**config.mk**
```make
export PLATFORM = sky130hd
export DESIGN_NAME = uart_tx_fifo_drain
export DESIGN_NICKNAME = d
export VERILOG_FILES = /design/src/rtl/uart_tx_fifo_drain.sv
export SDC_FILE = /design/constraint.sdc
export NUM_CORES = 1
export LEC_CHECK = 0
export CAP_MARGIN = 40
export CORE_MARGIN = 3
export CORE_UTILIZATION = 45
export DETAILED_ROUTE_END_ITERATION = 10
export PLACE_DENSITY = 0.64
export REMOVE_ABC_BUFFERS = 1
export SKIP_CTS_REPAIR_TIMING = 1
export SYNTH_ARGS = -nofsm -noshare
export SYNTH_HDL_FRONTEND = slang
export SYNTH_SLANG_ARGS = --single-unit
```
**constraint.sdc**
```tcl
create_clock -name clk -period 2.04 [get_ports clk]
set_input_delay 0.306 -clock clk [delete_from_list [all_inputs] [get_ports clk]]
set_output_delay 0.306 -clock clk [all_outputs]
set_load 0.01 [all_outputs]
```
**src/rtl/uart_tx_fifo_drain.sv**
```systemverilog
// 8N1 UART transmitter that pops bytes from a FIFO and sends them back-to-back.
// tx is registered from the next-state decode so it has no input-to-pin path.
module uart_tx_fifo_drain #(
    parameter int WIDTH        = 8,
    parameter int CLKS_PER_BIT = 868
) (
    input  logic             clk,
    input  logic             reset,
    input  logic             fifo_empty,
    input  logic [WIDTH-1:0] fifo_dout,
    output logic             fifo_deq,
    output logic             tx,
    output logic             busy,
    output logic             tx_done
);

    localparam int BW = (CLKS_PER_BIT > 1) ? $clog2(CLKS_PER_BIT) : 1;
    localparam int IW = (WIDTH > 1) ? $clog2(WIDTH) : 1;
    localparam logic [BW-1:0] BAUD_LAST = BW'(CLKS_PER_BIT - 1);
    localparam logic [IW-1:0] BIT_LAST  = IW'(WIDTH - 1);

    typedef enum logic [2:0] {
        IDLE,
        FETCH,
        LOAD,
        START,
        DATA,
        STOP
    } state_t;

    state_t           state, state_nxt;
    logic [BW-1:0]    baud, baud_nxt;
    logic [IW-1:0]    bitc, bitc_nxt;
    logic [WIDTH-1:0] shift, shift_nxt;
    logic             tx_nxt;
    logic             last;

    assign last     = (baud == BAUD_LAST);
    assign fifo_deq = (state == FETCH);
    assign busy     = (state != IDLE);
    assign tx_done  = (state == STOP) && last;

    always_ff @(posedge clk) begin
        if (reset) begin
            state <= IDLE;
            baud  <= '0;
            bitc  <= '0;
            shift <= '0;
            tx    <= 1'b1;
        end else begin
            state <= state_nxt;
            baud  <= baud_nxt;
            bitc  <= bitc_nxt;
            shift <= shift_nxt;
            tx    <= tx_nxt;
        end
    end

    always_comb begin
        state_nxt = state;
        baud_nxt  = baud;
        bitc_nxt  = bitc;
        shift_nxt = shift;
        tx_nxt    = 1'b1;
        unique case (state)
            IDLE: begin
                if (!fifo_empty) state_nxt = FETCH;
            end
            FETCH: begin
                state_nxt = LOAD;
            end
            LOAD: begin
                shift_nxt = fifo_dout;
                baud_nxt  = '0;
                bitc_nxt  = '0;
                state_nxt = START;
            end
            START: begin
                if (last) begin
                    baud_nxt  = '0;
                    state_nxt = DATA;
                end else begin
                    baud_nxt = baud + 1'b1;
                end
            end
            DATA: begin
                if (last) begin
                    baud_nxt  = '0;
                    shift_nxt = shift >> 1;
                    if (bitc == BIT_LAST) begin
                        bitc_nxt  = '0;
                        state_nxt = STOP;
                    end else begin
                        bitc_nxt = bitc + 1'b1;
                    end
                end else begin
                    baud_nxt = baud + 1'b1;
                end
            end
            STOP: begin
                if (last) begin
                    baud_nxt  = '0;
                    state_nxt = fifo_empty ? IDLE : FETCH;
                end else begin
                    baud_nxt = baud + 1'b1;
                end
            end
            default: begin
                state_nxt = IDLE;
            end
        endcase
        // Line level follows the state being entered, so tx flips on the edge.
        unique case (1'b1)
            (state_nxt == START): tx_nxt = 1'b0;
            (state_nxt == DATA):  tx_nxt = shift_nxt[0];
            default:              tx_nxt = 1'b1;
        endcase
    end

endmodule

```
==> summary.txt <==
Setup path
  – Reg2Reg Depth: 5
  – Crit path from: state[2]
  – Startpoint types: flip-flop
  – Worst reg-to-reg setup slack: 0.16 ns
  – WP data arrival: between 1.5 and 2 ns
  – Reg-to-reg critical path endpoint: bitc[0]
  – Worst r2r src: baud[8]
  – Crit path required time: ~1.7 ns
  – Worst-path fanout max: 7
  – Crit end category: output port
  – Crit Path Class: flip-flop to output port

Die
  – Horiz. Die Dim: around 60 um
  – Row Count: 19
  – IO Count: 15
  – Die height: 60.3 um
  – DIE AREA: 3630 um2
  – Starting Density: between 40% and 50%
  – Core area: 2780 um2

Final layout
  – Final #Nets: between 150 and 200
  – # diodes: 0
  – Non-filler instance count after layout: about 210
  – Area Overhead vs Synth: 19.2%
  – Design area: about 1600 um2
  – Fill count: roughly 270
  – Ratio of cells with drive above 1 in the final layout: 18.2%
  – Fin util: between 50% and 60%

Logic synthesis
  – Yosys warning total: 0
  – Yosys reg bits: 25
  – Post-Syn Area per Cell: ~8.7 um2
  – Register area share after synthesis: 37.8%
  – Top cells by area, synth: dfxtp_1 38%, a21oi_1 6.0%, nor2_1 5.9%
  – Netlist cell types: 45
  – Async S/R FF share, synth: 0%
  – Post-Syn Area: around 1300 um2
  – Ys flop type: dfxtp_1
  – Syn Inst Count: roughly 150
  – Synth top area share: between 30% and 40%
  – Post-synth top area cell: dfxtp_1
  – EDFF count, synth: 0

Route
  – Detailed Route Iter0 Violations: 75
  – First-pass DRT Iterations: 4
  – Vias: 1163
  – Via/cell ratio: 5.62
  – Drt wl/cell: 13.2 um
  – Total routed wirelength: around 2.7 mm
  – Number of remaining DRC errors: 0
  – DRT antenna net count: 0

Placement
  – DP Wirelength: about 2 mm
  – Pre-CTS setup slack: -0.0148 ns
  – GPL Wtd Cong: between 0.7 and 0.8
  – Post-Place Cells: about 200
  – Port bufs: 14
  – Area post-placement: 1530 um2

Timing
  – Worst slew margin: between 70% and 80%
  – Fmax: about 0.52 GHz
  – Setup Viol. Count Final: 0
  – Minimum clock period: approximately 1.9 ns
  – Setup slack after layout: 0.134 ns
  – RSZ-0062 raised after global routing: true
  – Final Hold Vio Count: 0
  – Fin crit share: 93.4%
  – Worst Max-Slew Pin Slew: approximately 0.35 ns
  – Slew Limit Fails: 0
  – Worst clock skew: approximately 0.0046 ns
  – Hold WS: between 0.4 and 0.5 ns
  – Setup TNS: 0 ns

GRT
  – Initial antenna violation count: 0
  – GRT overflow: 0
  – Largest net degree at the start of global routing: 15
  – Vias in the first global route: ~1.1k
  – First-pass GRT wire length: roughly 4.7 mm
  – GRT Overall Usage: around 17%

Clock tree
  – Clk_lat worst skew: between 0.3 and 0.4 ns
  – Clock-pin slew on the worst setup and hold paths: between 0.1 and 0.15 ns
  – Clock sinks: 25
  – Clock Path Buffers: 2
  – # H-tree levels: 1
  – Num CTS Buffers: 3
  – CTS tree: yes
  – Clk root buf: clkbuf_4

Min path
  – Hold Path Origin: shift[4]
  – Hold Path Sink: shift[4]
  – Worst Hold Depth: 2
  – Hold Path Class: flip-flop to flip-flop

Pwr
  – PwrDens: roughly 550 nW/um2
  – Total power: 0.869 mW
  – Pleak: a little over 0.6 nW
  – VDD IR max: between 0.4 and 0.5 mV

Run
  – Max-Cap Viols: 0

Run status
  – Status: finished, final reports clean
worst max path at each step:
stage               endpoint  cells after the start
finish              fifo_deq                      3
global route         tx_done                      6
CTS                  tx_done                      6
detailed placement   tx_done                      6
global placement     tx_done                      6
floorplan            bitc[0]                      6
layer usage:
| layer | up-vias | global-route usage (%) | wire length, um |
|---|---|---|---|
| met5 | - | 0 | 0 |
| met2 | 16 | 27.2 | 1290 |
| met4 | 0 | 8.23 | 57 |
| met3 | 7 | 2.59 | 91 |
| met1 | 543 | 22.7 | 1300 |
| li1 | 597 | - | - |
layout make-up:
type | instances | area (um2) | area share (%)
flip-flops and latches | 25 | 504 | 31.9
inverters | 1 | 3.75 | 0.238
clock inverters | 1 | 5.00 | 0.317
clock buffers | 3 | 22.5 | 1.43
well taps | 31 | 38.8 | 2.46
multi-input cells | 119 | 769 | 48.7
repair buffers | 27 | 235 | 14.9
state kept, by name, summed over array words and instances, names as in the netlist:
register and cells:
tx 1, bitc 3, state 3, shift 8
baud 10
synthesized netlist by cell type, drive strengths merged, types with 2 or more instances:
cell / count
and3: 3
or3b: 3
a41oi: 2
dfxtp: 25
a21oi: 16
xor2: 5
o21ai: 2
clkbuf: 6
a22oi: 7
nand2: 16
nor3: 2
nor2: 23
xnor2: 2
nor2b: 4
nand4: 2
ha: 3
mux2i: 3
nor4: 2
nand3: 4
o211ai: 2
nor3b: 2
a311oi: 2
cell usage in the layout (no fill, tap or decap), types with 3 or more instances in the layout:
cell / count
dfxtp_1: 22
nand3_1: 4
a22oi_1: 7
a21oi_1: 16
mux2i_1: 3
clkbuf_4: 3
and3_1: 3
clkdlybuf4s50_1: 12
nor2_1: 20
nand2_1: 16
nor2b_1: 4
dfxtp_2: 3
buf_4: 13
xor2_1: 5
ha_1: 3
nor2_2: 3
logic make-up (layout without fill, tap and decap cells):
logic type | Yosys count | in the layout | share of synthesized area [%]
xor+xnor | 7 | 7 | 4.63
buf+inv | 9 | 32 | 5.48
flops | 25 | 25 | 37.8
fa+ha+maj | 3 | 3 | 2.83
simple gates | 70 | 70 | 29.6
mux | 3 | 3 | 2.27
compound gates | 36 | 36 | 17.5
critical path: stages, from the launching register on:
cell and delay [ns]:
dfxtp_2 0.37, buf_4 0.16, nor3b_1 0.19, clkdlybuf4s50_1 0.56
report_power, final:
| part | total [mW] | internal [mW] | switching (mW) | leakage (nW) |
|---|---|---|---|---|
| registers | 0.518 | 0.504 | 0.0147 | 0.204 |
| logic | 0.124 | 0.0660 | 0.0581 | 0.387 |
| clock network | 0.226 | 0.0736 | 0.153 | 0.0177 |
| total | 0.869 | 0.643 | 0.225 | 0.608 |
(Power assumes the default switching activity.)
